**config.mk**
```make
export PLATFORM = sky130hd
export DESIGN_NAME = clint_regfile_flat
export DESIGN_NICKNAME = d
export VERILOG_FILES = /design/src/rtl/clint_regfile_if.sv /design/src/rtl/clint_regfile.sv /design/src/flat_wrapper.sv
export SDC_FILE = /design/constraint.sdc
export NUM_CORES = 1
export LEC_CHECK = 0
export BUFFER_PORTS_ARGS = -buffer_cell sky130_fd_sc_hd__clkbuf_2
export CAP_MARGIN = 40
export CORE_ASPECT_RATIO = 0.5
export CORE_MARGIN = 2
export CORE_UTILIZATION = 55
export CTS_CLUSTER_DIAMETER = 60
export DETAILED_ROUTE_END_ITERATION = 8
export PLACE_DENSITY = 0.91
export SLEW_MARGIN = 20
export SYNTH_ARGS = -nofsm -noshare
export SYNTH_HDL_FRONTEND = slang
export SYNTH_SLANG_ARGS = --single-unit
```
**constraint.sdc**
```tcl
create_clock -name clk_i -period 6 [get_ports clk_i]
set_input_delay 1.2 -clock clk_i [delete_from_list [all_inputs] [get_ports clk_i]]
set_output_delay 1.2 -clock clk_i [all_outputs]
set_load 0.02 [all_outputs]
```
**src/rtl/clint_regfile_if.sv**
```systemverilog
// RAM-like access port between the AXI-Lite slave adapter (master) and the CLINT register core (slave).
interface clint_regfile_if #(
  parameter int unsigned AXI_ADDR_WIDTH = 64,
  parameter int unsigned AXI_DATA_WIDTH = 64
);

  logic [AXI_ADDR_WIDTH-1:0] addr;
  logic                      en;
  logic                      we;
  logic [AXI_DATA_WIDTH-1:0] wdata;
  logic [AXI_DATA_WIDTH-1:0] rdata;

  modport master (
    output addr,
    output en,
    output we,
    output wdata,
    input  rdata
  );

  modport slave (
    input  addr,
    input  en,
    input  we,
    input  wdata,
    output rdata
  );

endinterface

```
**src/rtl/clint_regfile.sv**
```systemverilog
// RISC-V CLINT register core: mtime counter, per-hart mtimecmp and msip, timer/software interrupt outputs.
// Optional macro CLINT_RTC_SYNC_EN: pass rtc_i through a 2-flop synchronizer before edge detection.
module clint_regfile #(
  parameter int unsigned NR_HARTS       = 1,
  parameter int unsigned AXI_ADDR_WIDTH = 64,
  parameter int unsigned AXI_DATA_WIDTH = 64
) (
  input  logic                clk_i,
  input  logic                rst_i,
  clint_regfile_if.slave      bus,
  input  logic                rtc_i,
  output logic [NR_HARTS-1:0] timer_irq_o,
  output logic [NR_HARTS-1:0] ipi_o
);

  localparam logic [12:0] MTIME_WORD    = 13'h17FF;
  localparam logic [12:0] CMP_BASE_WORD = 13'h0800;
  localparam logic [12:0] HARTS         = 13'(NR_HARTS);

  logic [15:0]               off;
  logic [12:0]               word;
  logic [12:0]               msipHart;
  logic [12:0]               cmpHart;
  logic                      selMsip;
  logic                      selCmp;
  logic                      selMtime;
  logic                      wrEn;
  logic                      rdEn;
  logic [63:0]               wdata;
  logic [AXI_DATA_WIDTH-1:0] rdata;
  logic                      unusedAddrBits;

  logic [63:0]         mtime_q;
  logic [63:0]         mtime_d;
  logic [63:0]         mtimecmp_q [NR_HARTS];
  logic [63:0]         mtimecmp_d [NR_HARTS];
  logic [NR_HARTS-1:0] msip_q;
  logic [NR_HARTS-1:0] msip_d;
  logic [NR_HARTS-1:0] timerIrq_q;
  logic [NR_HARTS-1:0] timerIrq_d;
  logic                rtcPrev_q;
  logic                rtcSample;
  logic                tick;

  assign off            = bus.addr[15:0];
  assign word           = off[15:3];
  assign wdata          = bus.wdata;
  assign wrEn           = bus.en & bus.we;
  assign rdEn           = bus.en & ~bus.we;
  assign unusedAddrBits = ^{bus.addr[AXI_ADDR_WIDTH-1:16], bus.addr[2:0]};

  // Decode is per 64-bit word; anything below 0x4000 is MSIP, each word covering two harts.
  always_comb begin
    msipHart = {1'b0, word[10:0], 1'b0};
    cmpHart  = word - CMP_BASE_WORD;
    selMtime = (word == MTIME_WORD);
    selMsip  = (word[12:11] == 2'b00) && (msipHart < HARTS);
    selCmp   = (word >= CMP_BASE_WORD) && !selMtime && (cmpHart < HARTS);
  end

  always_comb begin
    rdata = '0;
    if (rdEn) begin
      if (selMtime) begin
        rdata = mtime_q;
      end
      for (int h = 0; h < int'(NR_HARTS); h++) begin
        if (selCmp && (cmpHart == 13'(h))) begin
          rdata = mtimecmp_q[h];
        end
        if (selMsip && (msipHart == 13'(h))) begin
          rdata[0] = msip_q[h];
        end
        if (selMsip && ((msipHart | 13'd1) == 13'(h))) begin
          rdata[32] = msip_q[h];
        end
      end
    end
  end

  assign bus.rdata = rdata;

`ifdef CLINT_RTC_SYNC_EN
  logic [1:0] rtcSync_q;

  always_ff @(posedge clk_i or posedge rst_i) begin
    if (rst_i) begin
      rtcSync_q <= '0;
    end else begin
      rtcSync_q <= {rtcSync_q[0], rtc_i};
    end
  end

  assign rtcSample = rtcSync_q[1];
`else
  assign rtcSample = rtc_i;
`endif

  always_ff @(posedge clk_i or posedge rst_i) begin
    if (rst_i) begin
      rtcPrev_q <= 1'b0;
    end else begin
      rtcPrev_q <= rtcSample;
    end
  end

  assign tick = rtcSample & ~rtcPrev_q;

  // A software write to mtime overrides a coincident tick; mtimecmp writes and ticks combine.
  always_comb begin
    mtime_d    = mtime_q + 64'(tick);
    msip_d     = msip_q;
    timerIrq_d = '0;
    if (wrEn && selMtime) begin
      mtime_d = wdata;
    end
    for (int h = 0; h < int'(NR_HARTS); h++) begin
      mtimecmp_d[h] = mtimecmp_q[h];
      if (wrEn && selCmp && (cmpHart == 13'(h))) begin
        mtimecmp_d[h] = wdata;
      end
      if (wrEn && selMsip && (msipHart == 13'(h))) begin
        msip_d[h] = wdata[0];
      end
      if (wrEn && selMsip && ((msipHart | 13'd1) == 13'(h))) begin
        msip_d[h] = wdata[32];
      end
      timerIrq_d[h] = (mtime_q >= mtimecmp_q[h]);
    end
  end

  always_ff @(posedge clk_i or posedge rst_i) begin
    if (rst_i) begin
      mtime_q    <= '0;
      msip_q     <= '0;
      timerIrq_q <= '0;
      for (int h = 0; h < int'(NR_HARTS); h++) begin
        mtimecmp_q[h] <= '1;
      end
    end else begin
      mtime_q    <= mtime_d;
      msip_q     <= msip_d;
      timerIrq_q <= timerIrq_d;
      for (int h = 0; h < int'(NR_HARTS); h++) begin
        mtimecmp_q[h] <= mtimecmp_d[h];
      end
    end
  end

  assign timer_irq_o = timerIrq_q;
  assign ipi_o       = msip_q;

endmodule

```
**src/flat_wrapper.sv**
```systemverilog
// flat-port wrapper written by rule: the top's interface ports become plain ports
module clint_regfile_flat 
#(
  parameter int unsigned NR_HARTS       = 1,
  parameter int unsigned AXI_ADDR_WIDTH = 64,
  parameter int unsigned AXI_DATA_WIDTH = 64
)
  (clk_i, rst_i, rtc_i, timer_irq_o, ipi_o, bus_addr, bus_en, bus_we, bus_wdata, bus_rdata);
  clint_regfile_if #(.AXI_ADDR_WIDTH(AXI_ADDR_WIDTH), .AXI_DATA_WIDTH(AXI_DATA_WIDTH)) bus_i ();
  input  logic clk_i;
  input  logic rst_i;
  input  logic rtc_i;
  output logic [NR_HARTS-1:0] timer_irq_o;
  output logic [NR_HARTS-1:0] ipi_o;
  input wire logic [$bits(bus_i.addr)-1:0] bus_addr;
  input wire logic [$bits(bus_i.en)-1:0] bus_en;
  input wire logic [$bits(bus_i.we)-1:0] bus_we;
  input wire logic [$bits(bus_i.wdata)-1:0] bus_wdata;
  output wire logic [$bits(bus_i.rdata)-1:0] bus_rdata;
  assign bus_i.addr = bus_addr;
  assign bus_i.en = bus_en;
  assign bus_i.we = bus_we;
  assign bus_i.wdata = bus_wdata;
  assign bus_rdata = bus_i.rdata;
  clint_regfile #(.NR_HARTS(NR_HARTS), .AXI_ADDR_WIDTH(AXI_ADDR_WIDTH), .AXI_DATA_WIDTH(AXI_DATA_WIDTH)) u_core (.clk_i(clk_i), .rst_i(rst_i), .bus(bus_i), .rtc_i(rtc_i), .timer_irq_o(timer_irq_o), .ipi_o(ipi_o));
endmodule
```
==> summary by stage <==
Synthesis
Of the post-synthesis cell area, the dominant cell type holds 0.196. The combinational family with the most area after synthesis is simple AND/OR/NAND/NOR gates. Each instance of the synthesized netlist takes up on average 8.41 µm². The post-synthesis async set-or-reset flop share is 1.00. The synthesized design contains 0 enable-type register cells. When the netlist entered floorplanning its net count stood at 1,222. Of the total synthesized cell area, the portion taken by AND, OR, NAND and NOR gates is 0.211.

Of the total synthesized cell area, the portion taken by full adders, half adders and majority gates is 0.101. The multiplexer area fraction after synthesis is 0.00641. In this run, distinct cell masters in the synthesized netlist total 49. The number of synthesized register bits is 131.

The cell type with the largest total area after synthesis is sky130_fd_sc_hd__dfstp_2. For this run, the number of Yosys warnings is 0. Ranked by total cell area, the synthesized netlist is headed by sky130_fd_sc_hd__dfstp_2, sky130_fd_sc_hd__dfrtp_1, sky130_fd_sc_hd__ha_1. The xor-xnor portion of the synthesized cell area is 0.0633. Synthesis handed over a netlist of 1,020 instances.

In this run the cell area of the synthesized design comes to 8580 µm². The post-synthesis compound-gate area fraction is 0.163. The predominant post-synthesis flop cell is sky130_fd_sc_hd__dfrtp_1. The sequential area share after synthesis is 0.391.

Clock network
The number of buffers added for setup after CTS is 0. The tree is rooted in a sky130_fd_sc_hd__clkbuf_16. For this design, the CTS-stage hold fixing added 0 buffers. The clock latency at the later pin of the worst-skew pair is between 400 and 500 ps. The maximum root-to-sink buffer count is 2. The number of resized instances in the post-cts repair step is 0. The CTS sink count is 131.

The clock-pin slew reported for the worst setup and hold paths after clock tree synthesis is 60 ps. The number of buffers created by CTS is 17. The total number of H-tree levels is 4. TritonCTS built the clock tree.

Critical path
Data on the critical path is required at its endpoint by 4800 ps. The classification of the worst setup path is in2out. The critical path arrival is 3490 ps. The signal on the critical path passes through clkbuf_2 -> nor4_1 -> nand3_1 -> a211oi_4 -> buf_4 -> a22o_1 -> mux2i_1 -> nor2_1 -> clkbuf_2. The type of element launching the critical path is an input port. The cell type of the slowest stage on the worst timing path is sky130_fd_sc_hd__buf_4. The capturing element type of the critical path is an output pin. The maximum fanout along the worst path is 65. By instance count, the cell type seen most on the critical path is sky130_fd_sc_hd__clkbuf_2.

The largest single stage delay on the critical path is ~690 ps.

Drt
After detailed routing, the total wire length is 22.9 mm. The detailed-route DRC error count is 0. The number of detailed-route iterations in the first pass is 7. The starting DRC count in detailed routing is 768. In this run the remaining antenna-violating nets after routing total 0. In the routed layout, each cell is associated on average with a via count of 5.79. After detailed routing, the average wire length per cell comes to 16.9 µm. The overall via count from detail_route is 7,857.

Min path
The type of the worst min-delay path is reg2reg.

Global route
The initial antenna violation count came to 0. The global router's overall resource usage is 0.278. The first-pass GRT wire length is 37.7 mm. The pin count of the biggest net entering global routing is 81. The via count of the first global-routing pass is 7,848.

Summed over all layers, the global routing overflow is 0.

Layout
After routing the design area is 10,100 µm². The share of final-layout standard cells stronger than drive strength 1 is 0.244. The layout overhead on the synthesized area is 17.9%. The end-of-flow core utilization is 0.660. Excluding fillers, the count of instances in the completed layout stands at between 1,000 and 1,500. The net count of the finished layout is ~1,300.

The number of antenna diodes in the final layout is 0.

Flow run
The max-capacitance violation count is 0.

Outcome
The flow ran to the end, and the final reports show no timing, DRC or antenna violations.

Power
The maximum vdd drop is 0.201 mV. For this design the ratio of total power to cell area is 217 nW/µm². The overall power consumption is 2.20 mW. The static leakage is 4.93 nW.

Placement
The congestion estimate from routability-driven global placement came to 0.888. Port buffering added 147 buffers. The placed wire-length estimate is 15.4 mm. The instance area after placement is between 9000 and 10,000 µm². The placed instance count is 1,323. The placement-stage worst setup slack is 1350 ps.

Floorplan
The floorplan has 32 rows. The initial utilization of the core area, before any placement, comes to 0.560. The die width is about 180 µm. The die covers 16,700 µm².

The y dimension of the die is 92.3 µm. For this design the top-level I/O count stands at 199. The placeable core region is 15,300 µm².

STA
The number of slew-limit violations in the final report came to 0. The final number of hold-violating endpoints is 0. The shortest clock period the worst path allows after layout is 4690 ps. For the pin with the worst max-slew slack, the measured transition is 854 ps.

Based on the critical path, the design can be clocked at up to 213 MHz. The worst clock skew is 11.4 ps. The worst hold slack across all endpoints is 520 ps. Setup violations remaining at the end of the flow were counted as 0. The least setup slack across all paths after layout is around 1300 ps. In this run the tightest slew margin relative to its limit is 0.429.

Setup repair after global routing left no endpoint under its margin. The post-route setup TNS is 0 ps. The ratio of final minimum period to clock period is 0.782.
[where the power goes]
part / total, mW / internal, mW / switching, mW / leakage, nW
Sequential: 0.938 / 0.907 / 0.0313 / 1.59
Combinational: 0.128 / 0.0567 / 0.0717 / 3.03
Clock: 1.13 / 0.738 / 0.395 / 0.309
[routing by layer]
layer | GRT usage | share of wire
met4 | 0.127 | 0.023
met5 | 0 | 0
met2 | 0.472 | 0.49
met3 | 0.0452 | 0.060
met1 | 0.354 | 0.42
[cells in the mapped netlist, drive strengths merged (2+ instances only)]
cell type / count
nor2: 148
nand2: 107
a21oi: 91
inv: 81
o21ai: 72
ha: 69
dfrtp: 67
a22oi: 64
dfstp: 64
xnor2: 49
clkbuf: 36
nand3: 31
nor4: 20
buf: 19
and3: 18
nand4: 18
nor3: 15
xor2: 13
and4: 9
mux2: 4
a211oi: 3
a221oi: 2
and2: 2
nand2b: 2
nand3b: 2
o211ai: 2
[worst max-delay path, delay by kind of cell]
family / cells / cell delay [ps]
multiplexers: 1 / 80
AND/OR/NAND/NOR: 3 / 700
AO/OA/AOI/OAI: 2 / 530
buffers and inverters: 3 / 970
[final timing paths]
kind,start,endpoint,slack [ps],cells past startpoint
max,bus_addr[6],bus_rdata[0],1310,9
min,u_core.mtimecmp_q[9],u_core.mtimecmp_q[9],520,2
max reg2reg,u_core.rtcPrev_q,u_core.mtime_q[50],2830,9
min reg2reg,u_core.mtimecmp_q[9],u_core.mtimecmp_q[9],520,2
max in group asynchronous,rst_i,u_core.mtime_q[36],4150,3
min in group asynchronous,rst_i,u_core.mtime_q[22],760,2
[cell usage in the layout (no fill, tap or decap), types with 64 or more instances in the layout]
master and count:
sky130_fd_sc_hd__a21oi_1 91, sky130_fd_sc_hd__clkbuf_2 147, sky130_fd_sc_hd__o21ai_0 72, sky130_fd_sc_hd__inv_1 80, sky130_fd_sc_hd__dfstp_2 64, sky130_fd_sc_hd__nand2_1 107
sky130_fd_sc_hd__nor2_1 148, sky130_fd_sc_hd__ha_1 69, sky130_fd_sc_hd__a22oi_1 64, sky130_fd_sc_hd__dfrtp_1 67
[cells by family after synthesis]
group / Yosys count
compound gates: 240
xor+xnor: 62
fa+ha+maj: 69
buf+inv: 136
flops: 131
mux: 5
simple gates: 377
[cell type report]
| class | instances | area, µm² |
|---|---|---|
| Clock buffer | 23 | 488 |
| Clock inverter | 9 | 150 |
| Fill cell | 1172 | 5220 |
| Inverter | 81 | 307 |
| Multi-Input combinational cell | 753 | 4720 |
| Sequential cell | 131 | 3360 |
| Tap cell | 204 | 255 |
| Timing Repair Buffer | 155 | 841 |
[registers in the layout (all words and copies together) (netlist names)]
| register | cells |
|---|---|
| u_core.ipi_o | 1 |
| u_core.rtcPrev_q | 1 |
| u_core.mtime_q | 64 |
| u_core.timer_irq_o | 1 |
| u_core.mtimecmp_q | 64 |
Note: power is estimated with default switching activity, not from simulation.
